[config.mk]
export PLATFORM = sky130hd
export DESIGN_NAME = demux_1_2_sched
export DESIGN_NICKNAME = d
export VERILOG_FILES = /design/src/rtl/demux_1_2_sched.sv
export SDC_FILE = /design/constraint.sdc
export NUM_CORES = 1
export LEC_CHECK = 0
export CAP_MARGIN = 20
export CORE_MARGIN = 3
export CORE_UTILIZATION = 47
export CTS_BUF_LIST = sky130_fd_sc_hd__clkbuf_8
export DETAILED_ROUTE_END_ITERATION = 7
export PLACE_DENSITY = 0.82
export SLEW_MARGIN = 20
export SYNTH_ARGS = -nofsm -noshare
export SYNTH_HDL_FRONTEND = slang
export SYNTH_SLANG_ARGS = --single-unit
[constraint.sdc]
create_clock -name clk -period 2.33 [get_ports clk]
set_input_delay 0.5825 -clock clk [delete_from_list [all_inputs] [get_ports clk]]
set_output_delay 0.5825 -clock clk [all_outputs]
set_load 0.01 [all_outputs]
[src/rtl/demux_1_2_sched.sv]
// rtl/demux_1_2_sched.sv - packet-level 1:2 demux scheduler with registered outputs
// Route is latched on the first beat and held until the last beat is accepted.
module demux_1_2_sched #(
   parameter int WIDTH = 8,
   parameter int CNT_W = 8
) (
   input  logic             clk,
   input  logic             rst_n,
   input  logic [WIDTH-1:0] din,
   input  logic             din_valid,
   input  logic             din_last,
   input  logic             sel,
   output logic             din_ready,
   output logic [WIDTH-1:0] out1,
   output logic             out1_valid,
   output logic             out1_last,
   input  logic             out1_ready,
   output logic [WIDTH-1:0] out2,
   output logic             out2_valid,
   output logic             out2_last,
   input  logic             out2_ready,
   output logic [CNT_W-1:0] pkt_cnt1,
   output logic [CNT_W-1:0] pkt_cnt2,
   output logic             busy
);

   typedef enum logic [1:0] {IDLE, PORT1, PORT2} state_t;

   state_t           r_state;
   logic             r_v1, r_l1, r_v2, r_l2;
   logic [WIDTH-1:0] r_d1, r_d2;
   logic [CNT_W-1:0] r_cnt1, r_cnt2;

   logic w_target, w_free1, w_free2, w_accept, w_load1, w_load2;

   // A register is free if empty or draining in this same cycle.
   assign w_target  = (r_state == IDLE) ? sel : (r_state == PORT2);
   assign w_free1   = !r_v1 || out1_ready;
   assign w_free2   = !r_v2 || out2_ready;
   assign din_ready = w_target ? w_free2 : w_free1;
   assign w_accept  = din_valid && din_ready;
   assign w_load1   = w_accept && !w_target;
   assign w_load2   = w_accept && w_target;

   always_ff @(posedge clk or negedge rst_n) begin
      if (!rst_n) begin
         r_state <= IDLE;
      end else begin
         case (r_state)
            IDLE:          if (w_accept && !din_last) r_state <= sel ? PORT2 : PORT1;
            PORT1, PORT2:  if (w_accept && din_last)  r_state <= IDLE;
            default:       r_state <= IDLE;
         endcase
      end
   end

   always_ff @(posedge clk or negedge rst_n) begin
      if (!rst_n) begin
         r_v1   <= 1'b0;
         r_l1   <= 1'b0;
         r_d1   <= '0;
         r_cnt1 <= '0;
      end else begin
         if (w_load1) begin
            r_v1 <= 1'b1;
            r_l1 <= din_last;
            r_d1 <= din;
         end else if (r_v1 && out1_ready) begin
            r_v1 <= 1'b0;
         end
         if (r_v1 && out1_ready && r_l1) r_cnt1 <= r_cnt1 + 1'b1;
      end
   end

   always_ff @(posedge clk or negedge rst_n) begin
      if (!rst_n) begin
         r_v2   <= 1'b0;
         r_l2   <= 1'b0;
         r_d2   <= '0;
         r_cnt2 <= '0;
      end else begin
         if (w_load2) begin
            r_v2 <= 1'b1;
            r_l2 <= din_last;
            r_d2 <= din;
         end else if (r_v2 && out2_ready) begin
            r_v2 <= 1'b0;
         end
         if (r_v2 && out2_ready && r_l2) r_cnt2 <= r_cnt2 + 1'b1;
      end
   end

   assign out1       = r_d1;
   assign out1_valid = r_v1;
   assign out1_last  = r_l1;
   assign out2       = r_d2;
   assign out2_valid = r_v2;
   assign out2_last  = r_l2;
   assign pkt_cnt1   = r_cnt1;
   assign pkt_cnt2   = r_cnt2;
   assign busy       = (r_state != IDLE);

endmodule

==> summary.txt <==
Run status
  • Status: complete, no violations

Critical path
  • CP Max Fanout: 3
  • Critical path arrival: between 1500 and 2000 ps
  • Worst reg2reg endpoint: r_state[0]
  • Crit path launch type: flop
  • FF-to-FF path depth: 7
  • Worst Path Required: roughly 1800 ps
  • WS Path Type: reg -> out
  • Reg-to-Reg Start: r_state[1]
  • R2r setup slk: roughly 360 ps
  • Critical Path Sink Type: output port

Power
  • Pwr/cell area: about 1200 nW/µm²
  • Total Power: 2.93 mW
  • Leak: about 1.0 nW
  • Worst vdd ir: 0.788 mV

Synth
  • Simple-Gate Fraction of Synth Area: around a tenth
  • Post-synth cell types: 23
  • Synth Area in Compound Gates: ~1.7%
  • Top post-synthesis cells by area: dfrtp_1, mux2_2, xnor2_1
  • Cell area after synthesis: about 1600 µm²
  • Syn Area/Cell: ~14 µm²
  • Mux contribution to synthesized area: between 10% and 20%
  • Largest family of logic cells by synthesized area: multiplexers
  • Post-synth top area share: 59.2%
  • Yosys Warn Count: 0
  • Post-Synth XOR/XNOR Area: about 7.6%
  • Register bit total from synthesis: 38
  • Post-Syn Instances: roughly 120
  • Mapped Nets: about 140
  • Adder-cell share of the synthesized area: approximately 3.1%
  • Yosys top cell by area: dfrtp_1
  • Seq/Total Area, Yosys: between 50% and 60%

Detailed routing
  • DR WL/cell: approximately 14 µm
  • 1st-iter DRT viols: 40
  • Detailed Routing Iterations Pass 1: 3
  • Antenna-violating nets left: 0
  • Via density: 5.06
  • Vias: ~1200
  • Drt drc: 0
  • Final WL: 3280 µm

Timing
  • Final TNS setup: 0 ps
  • Fmax: 446 MHz
  • Final Max Slew Viols: 0
  • Fin. Hold Viols: 0
  • RSZ-0062 raised after global routing: false
  • Final setup fails: 0
  • Smallest setup slack after layout: ~90 ps
  • Clk_skew: 9.29 ps
  • Worst-margin pin slew: between 800 and 900 ps
  • Tcrit/Tclk final: between 90% and 100%
  • Max-slew headroom: between 40% and 50%
  • Min Tclk post-route: ~2200 ps

Global routing
  • Largest net degree at the start of global routing: 39
  • Total grt overflow: 0
  • First-pass GRT wire length: 5630 µm
  • Vias in the first global route: 1206
  • Initial antenna violation count: 0
  • Total GRT Usage: 17.4%

Layout
  • Layout net count: approximately 200
  • Commonest cells after routing, fill and taps aside: clkdlybuf4s50_1, dfrtp_1, mux2_2
  • Fill cells: approximately 210
  • Diodes inserted: 0
  • Design area: about 2400 µm²
  • Share of layout cells above drive strength 1: between 20% and 30%
  • Area grow syn2layout: 47.7%
  • Most common cell after layout, fill and taps aside: clkdlybuf4s50_1

Floorplan
  • Num rows: 20
  • Chip Height: between 60 and 70 µm
  • IO Pins: 53
  • Core Footprint: between 3000 and 4000 µm²
  • Chip Width: approximately 64 µm
  • Starting Density: about 51%
  • Die area: between 4000 and 5000 µm²

Clock tree
  • Root Buffer: clkbuf_8
  • Clock Tree Buf Depth: 2
  • CTS tree: done
  • Clk slew on worst S/H paths: around 70 ps
  • Num CTS Buffers: 5
  • Worst skew pair latency: 280 ps
  • # H-tree levels: 2
  • # hold bufs at CTS: 0
  • Clk sinks: 38

Placement
  • Dpl hpwl: between 2000 and 2500 µm
  • RD Place Congestion: between 0.8 and 0.9
  • Placed inst area: roughly 2200 µm²
  • I/O Buffers: 52
  • Place WS: -323 ps

Run
  • Maxcap violations: 0

Worst hold path
  • HP Class: in -> async
metal layers:
metal  part of all wire [%]  GRT usage (%)  vias to the layer above
li1                       -              -                      540
met4                    1.9           6.60                        0
met2                     49           30.2                       46
met3                    8.7           6.07                        6
met1                     40           19.8                      561
met5                      0              0                        -
state kept, by name, summed over array words and instances (netlist names):
name and cells:
r_state 2, out1 8, pkt_cnt1 8, out1_valid 1, pkt_cnt2 8, out2_valid 1, out2 8, out1_last 1
out2_last 1
final cells by class:
type / instances / area, µm² / share of cell area [%]
Inverter: 5 / 18.8 / 0.791
Timing Repair Buffer: 60 / 569 / 24.0
Tap cell: 44 / 55.1 / 2.32
Multi-Input combinational cell: 73 / 637 / 26.8
Clock inverter: 2 / 60.1 / 2.53
Clock buffer: 6 / 82.6 / 3.48
Sequential cell: 38 / 951 / 40.1
report_power, final:
group	internal, mW	switching (mW)
logic	0.722	0.436
registers	0.907	0.189
clock network	0.456	0.214
total	2.09	0.840
how the worst max path moves through the flow:
stage,from,end,slack (ps),cells after the start
after floorplan,r_state[0],din_ready,480,4
after global placement,sel,din_ready,-310,4
after detailed placement,sel,din_ready,-320,4
after CTS,r_state[1],din_ready,80,5
after global routing,r_state[1],din_ready,10,5
final,r_state[1],din_ready,90,5
Yosys cell counts:
master and count:
nor2_1 2, nand3b_1 1, xnor2_1 11, xor2_1 3, dfrtp_1 38, mux2_4 1
nand4_1 5, and4_1 1, nand2b_1 3, ha_1 4, o21ai_0 2, nand2_1 5
nand3_1 4, mux2_2 20, o32ai_1 2, mux2i_1 2, clkbuf_1 1, nor3_1 1
buf_2 2, or3b_2 1, inv_1 5, and3_1 4, and4_4 1
logic make-up (layout without fill, tap and decap cells):
kind of cell,Yosys count,count (layout)
flip-flops,38,38
multiplexers,23,23
AO/OA/AOI/OAI,4,4
adder cells (fa/ha/maj),4,4
AND/OR/NAND/NOR,28,28
buffers and inverters,8,73
XOR/XNOR,14,14
critical path: stages (launching register included):
cell	delay, ps
dfrtp_1	400
inv_1	70
ha_2	190
mux2i_2	250
mux2_4	330
buf_2	140
repair_timing:
| action | CTS | global route |
|---|---|---|
| setup buffers | 1 | 0 |
| resized for setup | 9 | 0 |
| setup endpoints to repair | 1 | 0 |
per-stage QoR:
stage          hold slack, ps  util (%)  cells
6_report                  391      75.3    228
2_1_floorplan             287         -    119
3_3_place_gp              460      70.3    219
5_1_grt                   456      75.3    228
3_5_place_dp              465      70.3    219
4_1_cts                   419      75.3    228
No activity file was read; power rests on OpenSTA's default activity.
